$ cat src/rtl/rc_pulse_scheduler.sv
// rc_pulse_scheduler
//   Round-robin reader for a bank of pulse_buffer FIFOs. Pops one edge record
//   at a time, pairs rising/falling edges per channel into a high-time width,
//   and publishes it on a valid/ready stream and in a latest-width register file.
//
// Ports
//   clk, resetn             clock, async active-low reset
//   buf_rdy  [NUM_CH]       per-channel FIFO non-empty
//   buf_data [NUM_CH*32]    per-channel FIFO output ({level, ts[30:0]}), one cycle after rd
//   buf_rd   [NUM_CH]       per-channel pop strobe (one-hot or zero)
//   out_valid/out_ready     width stream handshake; out_ch / out_width payload
//   width_addr/width_data   registered latest-width read port (1-cycle latency)
//   err_count               saturating count of edge-sequence errors
//   chan_lost [NUM_CH]      per-channel signal-loss flags
//
// Build option
//   RC_PULSE_SCHED_TIMEOUT_EN : per-channel idle counters drive chan_lost;
//                               otherwise chan_lost is tied low.

`ifdef RC_PULSE_SCHED_TIMEOUT_EN
// Per-channel idle counter: cleared on an emitted width, otherwise counts up
// and saturates; lost is raised when the count reaches TIMEOUT_CYCLES.
module rc_pulse_sched_timeout #(
  parameter int TIMEOUT_CYCLES = 5000000
) (
  input  logic clk,
  input  logic resetn,
  input  logic emit,
  output logic lost
);
  localparam int CNT_W = $clog2(TIMEOUT_CYCLES + 1);
  localparam logic [CNT_W-1:0] LIMIT = CNT_W'(TIMEOUT_CYCLES);

  logic [CNT_W-1:0] cnt;

  always_ff @(posedge clk or negedge resetn) begin
    if (!resetn) begin
      cnt  <= '0;
      lost <= 1'b1;
    end else if (emit) begin
      cnt  <= '0;
      lost <= 1'b0;
    end else if (cnt != LIMIT) begin
      cnt <= cnt + 1'b1;
      if (cnt == LIMIT - 1'b1) lost <= 1'b1;
    end
  end
endmodule
`endif

module rc_pulse_scheduler #(
  parameter int NUM_CH         = 8,
  parameter int CH_W           = 3,
  parameter int TIMEOUT_CYCLES = 5000000
) (
  input  logic                 clk,
  input  logic                 resetn,
  input  logic [NUM_CH-1:0]    buf_rdy,
  input  logic [NUM_CH*32-1:0] buf_data,
  output logic [NUM_CH-1:0]    buf_rd,
  output logic                 out_valid,
  input  logic                 out_ready,
  output logic [CH_W-1:0]      out_ch,
  output logic [30:0]          out_width,
  input  logic [CH_W-1:0]      width_addr,
  output logic [30:0]          width_data,
  output logic [15:0]          err_count,
  output logic [NUM_CH-1:0]    chan_lost
);
  typedef enum logic [2:0] {S_IDLE, S_READ, S_WAIT, S_PROC, S_EMIT} state_t;
  typedef struct packed {
    logic        level;
    logic [30:0] ts;
  } edge_rec_t;

  localparam logic [CH_W:0]   NUM_CH_L = (CH_W+1)'(NUM_CH);
  localparam logic [CH_W-1:0] LAST_CH  = CH_W'(NUM_CH - 1);

  state_t                  state, state_nxt;
  logic [CH_W-1:0]         ptr, gnt, arb_idx, ptr_nxt;
  logic                    arb_any;
  edge_rec_t               rec;
  logic [NUM_CH-1:0]       armed;
  logic [NUM_CH-1:0][30:0] rise_ts, latest;
  logic [NUM_CH-1:0][31:0] buf_words;
  logic [30:0]             width_calc;
  logic                    emit_now;

  assign buf_words  = buf_data;
  // 31-bit subtract gives the width modulo 2^31, covering timestamp wrap
  assign width_calc = rec.ts - rise_ts[gnt];
  assign emit_now   = (state == S_PROC) && !rec.level && armed[gnt];
  assign ptr_nxt    = (arb_idx == LAST_CH) ? '0 : arb_idx + 1'b1;

  // First ready channel at or after ptr, modulo NUM_CH. Scanning downward
  // lets the nearest candidate overwrite farther ones.
  always_comb begin
    logic [CH_W:0] idx;
    idx     = '0;
    arb_any = 1'b0;
    arb_idx = '0;
    for (int i = NUM_CH-1; i >= 0; i--) begin
      idx = {1'b0, ptr} + (CH_W+1)'(i);
      if (idx >= NUM_CH_L) idx = idx - NUM_CH_L;
      if (buf_rdy[idx[CH_W-1:0]]) begin
        arb_any = 1'b1;
        arb_idx = idx[CH_W-1:0];
      end
    end
  end

  always_ff @(posedge clk or negedge resetn) begin
    if (!resetn) state <= S_IDLE;
    else         state <= state_nxt;
  end

  always_comb begin
    state_nxt = state;
    case (state)
      S_IDLE:  if (arb_any) state_nxt = S_READ;
      S_READ:  state_nxt = S_WAIT;
      S_WAIT:  state_nxt = S_PROC;
      S_PROC:  state_nxt = emit_now ? S_EMIT : S_IDLE;
      S_EMIT:  if (out_ready) state_nxt = S_IDLE;
      default: state_nxt = S_IDLE;
    endcase
  end

  always_comb begin
    buf_rd    = '0;
    out_valid = 1'b0;
    if (state == S_READ) buf_rd[gnt] = 1'b1;
    if (state == S_EMIT) out_valid   = 1'b1;
  end

  // Grant latch, record capture and per-channel pairing state.
  always_ff @(posedge clk or negedge resetn) begin
    if (!resetn) begin
      ptr       <= '0;
      gnt       <= '0;
      rec       <= '0;
      armed     <= '0;
      rise_ts   <= '0;
      latest    <= '0;
      out_ch    <= '0;
      out_width <= '0;
      err_count <= '0;
    end else begin
      case (state)
        S_IDLE: if (arb_any) begin
          gnt <= arb_idx;
          ptr <= ptr_nxt;
        end
        S_WAIT: rec <= buf_words[gnt];
        S_PROC: begin
          if (rec.level) begin
            // a second rise while armed means the fall was lost
            rise_ts[gnt] <= rec.ts;
            armed[gnt]   <= 1'b1;
            if (armed[gnt] && err_count != 16'hFFFF) err_count <= err_count + 1'b1;
          end else if (armed[gnt]) begin
            latest[gnt] <= width_calc;
            armed[gnt]  <= 1'b0;
            out_ch      <= gnt;
            out_width   <= width_calc;
          end else if (err_count != 16'hFFFF) begin
            err_count <= err_count + 1'b1;
          end
        end
        default: ;
      endcase
    end
  end

  // Read sees the pre-write value when PROC updates the same entry.
  always_ff @(posedge clk or negedge resetn) begin
    if (!resetn) width_data <= '0;
    else         width_data <= latest[width_addr];
  end

`ifdef RC_PULSE_SCHED_TIMEOUT_EN
  for (genvar k = 0; k < NUM_CH; k++) begin : g_to
    rc_pulse_sched_timeout #(.TIMEOUT_CYCLES(TIMEOUT_CYCLES)) u_to (
      .clk    (clk),
      .resetn (resetn),
      .emit   (emit_now && (gnt == CH_W'(k))),
      .lost   (chan_lost[k])
    );
  end
`else
  assign chan_lost = '0;
`endif

endmodule
$ cat config.mk
export PLATFORM = sky130hd
export DESIGN_NAME = rc_pulse_scheduler
export DESIGN_NICKNAME = d
export VERILOG_FILES = /design/src/rtl/rc_pulse_scheduler.sv
export SDC_FILE = /design/constraint.sdc
export NUM_CORES = 1
export LEC_CHECK = 0
export CORE_MARGIN = 2
export CORE_UTILIZATION = 25
export CTS_CLUSTER_SIZE = 8
export DETAILED_ROUTE_END_ITERATION = 6
export PLACE_DENSITY = 0.44
export SLEW_MARGIN = 20
export SYNTH_ARGS = -nofsm -noshare
export SYNTH_HDL_FRONTEND = slang
export SYNTH_SLANG_ARGS = --single-unit
$ cat constraint.sdc
create_clock -name clk -period 6.4 [get_ports clk]
set_clock_uncertainty 0.1 [all_clocks]
set_input_delay 1.92 -clock clk [delete_from_list [all_inputs] [get_ports clk]]
set_output_delay 1.92 -clock clk [all_outputs]
set_load 0.03 [all_outputs]
# [Word level (Yosys, flattened, before mapping)]
# Cells that the tools add are included.
[word_totals] register_bits=626 out_inout_bits=98
[classes] mux=67 n_reduce_logical=14 n_bitwise=4 n_lt_le_gt_ge=19 add_sub_neg=18 n_eq_ne=10
[op_table] cell="$bwmux W248" count=2
[op_table] cell="$bmux W31 S3" count=2
[op_table] cell="$bmux W32 S3" count=1
[op_table] cell="$demux W31 S3" count=1
[op_table] cell="$mux W31" count=3
[op_table] cell="$mux W16" count=4
[op_table] cell="$mux W3" count=20
[op_table] cell="$lt A3 B4 Y1 const B" count=10
[op_table] cell="$mux W32" count=1
[op_table] cell="$sub A31 B31 Y31" count=1
[op_table] cell="$ge A4 B4 Y1 const B" count=7
[op_table] cell="$bmux W1 S3" count=9
[op_table] cell="$mux W8" count=3
[op_table] cell="$sub A3 B1 Y3 const B" count=8
[op_table] cell="$mux W1" count=19
[op_table] cell="$add A16 B1 Y16 const B" count=1
[op_table] cell="$add A3 B3 Y4 const B" count=4
[op_table] cell="$ne A16 B16 Y1 const B" count=1
[op_table] cell="$pmux W3 S5" count=1
[op_table] cell="$add A3 B2 Y4 const B" count=2
[op_table] cell="$and A8 B8 Y8" count=1
[op_table] cell="$not A8 Y8" count=1
[op_table] cell="$or A8 B8 Y8" count=1
[op_table] cell="$reduce_and A2 Y1" count=4
[op_table] cell="other kinds (17)" count=25

# [Logic depth before layout (Yosys ltp)]
[depth] ltp_word=15 ltp_mapped=19 mapped_depth_nobuf=15

# [Worst setup path after synthesis]
# Ideal clock, no wire load.
[synth_path] kind="register to register" start="register gnt[0]" end="register latest[122] in the netlist's numbering" arrival_time_ps=4178 required_time_ps=6160 stages_incl_launch_ff=17 path_buffers=3 slack_ps=1982 setup_time_ps=140 path_cell_list="dfrtp_1 clkbuf_1 nor3_1 clkbuf_1 clkbuf_1 a22oi_1 and4_1 ha_1 a21oi_1 o21ai_0 a221o_1 a21o_1 o311ai_2 a21oi_1 a21oi_1 xor2_1 o21ai_0"
[synth_via] elab_chain_cells=5 elab_cells_between_ends=12 classes_between="add/sub (1); order compare (2); mux (7); reduce/logical (2)"
[synth_lines] item="start: declaration" line_no="80" rtl="logic [CH_W-1:0] ptr, gnt, arb_idx, ptr_nxt;"
[synth_lines] item="start signal: assignment" line_no="151" rtl="gnt <= arb_idx;"
[synth_lines] item="parallel branches: the longest is 5 deep, another holds $sub A31 B31 Y31"
[synth_lines] item="end signal: indexed assignment" line_no="162" rtl="latest[gnt] <= width_calc;"
[synth_lines] item="end: declaration" line_no="84" rtl="logic [NUM_CH-1:0][30:0] rise_ts, latest;"
# Parallel ways; which one is timed is not known. The select of a mux whose other input is x is not followed.
# A chain may end at the register's enable or synchronous reset.

# [Worst setup path after layout]
[layout_path] start="register gnt[1]" end="register latest[206] in the netlist's numbering"
# The elaborated chain is that of the path after synthesis.

==> out/metrics.yaml <==
logic_synthesis:
  muxShareOfSynthArea_pct: 16.7
  yosys_warnings: 0
  syn_avg_cell_area_um2: 11.7
  synth-simple-area-share_pct: 8.01
  ys_types: 67
  synth-edff-count: 0
  synth_top_flop_cell: "dfrtp_1"
  syn_inst: 2494
  seq_area_frac_synth_pct: 53.9
  async_flop_share_pct: 100
  synth-xor-area-share_pct: 1.41
  synth_fa_ha_area_share_pct: 1.70
  netlist_area_um2: 29100
  synth_top_family_by_area: "multiplexers"
  synth-compound-area-share_pct: 15.5
  yosys_register_bits: 626
worst_setup_path:
  crit_slowest_cell: "dfrtp_1"
  path_delay_family: "compound AO/OA/AOI/OAI gates"
  worst-path-buf-inv: 1
  crit_fanout: 21
  path_cells: "nor2b_1 > and2_2 > buf_4 > a22oi_1 > nand4_1 > ha_1 > fa_1 > nor2b_1 > o31a_1 > nand4_1 > a31oi_1 > a31oi_1 > o21ai_1 > nor2_1 > xor2_1 > o21ai_0"
  slowest_delay_ps: 760
  worstSetupPathType: "flop to flop"
  arrival_ps: 5790
  start_kind: "flop"
  cp_data_required_time_ps: 6790
  cp-end-kind: "flop"
grt:
  first_global_vias: 23031
  grt_pass1_wl_mm: 147
  grt_antenna_before_repair: 5
  grt_overflow: 0
  grt.total_usage_pct: 16.1
  grt_start_max_net_pins: 139
clock_network:
  insertion_delay_ps: 640
  post_cts_resized: 0
  cts_buffers: 89
  tritoncts: "done"
  h-tree-depth: 3
  clock_path_buffers: 3
  clockRootBuffer: "clkbuf_16"
  clock_sinks: 626
  clk_pin_slew_worst_paths_ps: 50
  cts_hold_buf: 0
  cts_setup_buffers: 0
detailed_routing:
  drc: 0
  vias: 21611
  viasPerCell: 4.95
  drtIter0Drc: 1184
  drt_pass1_iterations: 5
  ant_nets: 0
  drt_wl_total_mm: 96.8
  wl_per_cell_um: 22.2
layout:
  fillerInstances: 11662
  multiInputGateArea_um2: 12700
  fin_nets: 3135
  drive_gt1_share_pct: 19.4
  final_common_cell: "dfrtp_1"
  fin_area_um2: 36800
  layout_common_cells: "dfrtp_1 (626), clkdlybuf4s50_1 (355), nand2_1 (333)"
  ff_latch_area_um2: 15700
  area_growth_pct: 26.6
  utilization_pct: 31.8
pwr:
  power.density_nw_per_um2: 558
  peakVddDrop_v: 0.000294
  power.leakage_nw: 15.4
floorplan:
  die_area_um2: 119000
  fp.dieH_um: 345
  die_x_um: 345
  ios: 368
  start_util_pct: 25.1
  core_um2: 116000
  row_count: 125
timing:
  finalHoldViolCount: 0
  max_slew_margin_pct: 27.9
  timing.final.ws_setup_ps: 999
  rsz0062_at_grt: "no"
  worst_pin_slew_ps: 1070
  finalCriticalPeriod_ps: 5400
  post-route-period-util_pct: 84.4
  holdWs_ps: 370
  finalSetupTns_ps: 0
  slew_viol_final: 0
  setup_viol: 0
  fmax_mhz: 185
hold_path:
  hp-class: "flop to flop"
placement:
  gp_congestion: 0.827
  place_area_um2: 34400
  io_buffers: 359
  dp_hpwl_mm: 64.3
  pre_cts_ws_ps: 1030
job:
  maxCapViolCount: 0
outcome:
  status: "finished clean"
## state kept, by name, indices dropped and copies added (netlist names), 16 cells and up, named ones only
register,cells
err_count,16
latest,248
out_width,31
rec,32
rise_ts,248
width_data,31
## logic make-up after synthesis
| family | after synthesis |
|---|---|
| AOI/OAI and AO/OA | 688 |
| xor gates and xnor gates | 46 |
| adders and majority gates | 39 |
| buffers and inverters | 201 |
| DFF | 626 |
| muxes | 364 |
| other | 1 |
| and+or+nand+nor | 529 |
## area by class of cell
type / instances / area share (%)
repair buffers: 416 / 11.1
inverters: 19 / 0.194
multi-input cells: 1674 / 34.5
clock inverters: 7 / 0.224
clock buffers: 95 / 6.28
diodes: 3 / 0.0204
well taps: 1524 / 5.18
flip-flops and latches: 626 / 42.5
## metal layers
layer	routed length (um)	track usage [%]	part of all wire [%]	vias up
li1	-	-	-	9813
met1	43600	21.1	45	11029
met2	46200	26.9	48	646
met3	4740	3.15	4.9	121
met4	2300	4.65	2.4	2
met5	13	0	0.013	-
## cells in the mapped netlist, types with 19 or more instances
cell type	instances	area (um^2)
inv_1	19	71.3
mux4_2	65	1460
and4_1	25	219
nor2_1	73	274
nand2_1	341	1280
a22oi_1	133	998
ha_1	38	475
a221oi_1	61	534
a22o_1	62	543
a31oi_1	30	188
buf_2	27	135
dfrtp_1	626	15700
mux2_2	286	3220
o21ai_0	312	1560
buf_1	21	78.8
clkbuf_1	124	465
xnor2_1	27	236
a21oi_1	25	125
## worst reg2reg max path: stages, from the launching register on
cell	delay [ps]
dfrtp_1	760
nor2b_1	160
and2_2	450
buf_4	300
a22oi_1	210
nand4_1	190
ha_1	260
fa_1	440
nor2b_1	170
o31a_1	270
nand4_1	290
a31oi_1	460
a31oi_1	200
o21ai_1	220
nor2_1	80
xor2_1	490
o21ai_0	200
## path summary, 6_finish.rpt
kind / start / endpoint / slack (ps) / cells past startpoint
worst max-delay path: gnt[1] / latest[206] / 1000 / 16
worst min-delay path: latest[39] / latest[39] / 370 / 2
worst max register to register: gnt[1] / latest[206] / 1000 / 16
worst min register to register: latest[39] / latest[39] / 370 / 2
max in group asynchronous: resetn / rise_ts[237] / 3590 / 2
min in group asynchronous: resetn / width_data[6] / 1240 / 1
## report_power, final
group	leakage, nW	internal [W]	switching [W]	total [W]
clock	1.17	0.00252	0.00171	0.00423
sequential	8.20	0.00549	0.00125	0.00674
combinational	6.01	0.00365	0.00591	0.00956
## metrics by stage
stage | power, W | std cells
6_report | 0.0205 | 4364
3_5_place_dp | 0.0164 | 4259
3_3_place_gp | 0.0161 | 4259
5_1_grt | 0.0220 | 4363
4_1_cts | 0.0207 | 4361
2_1_floorplan | 0.0123 | 2501
Power figures use the tool's default switching activity.
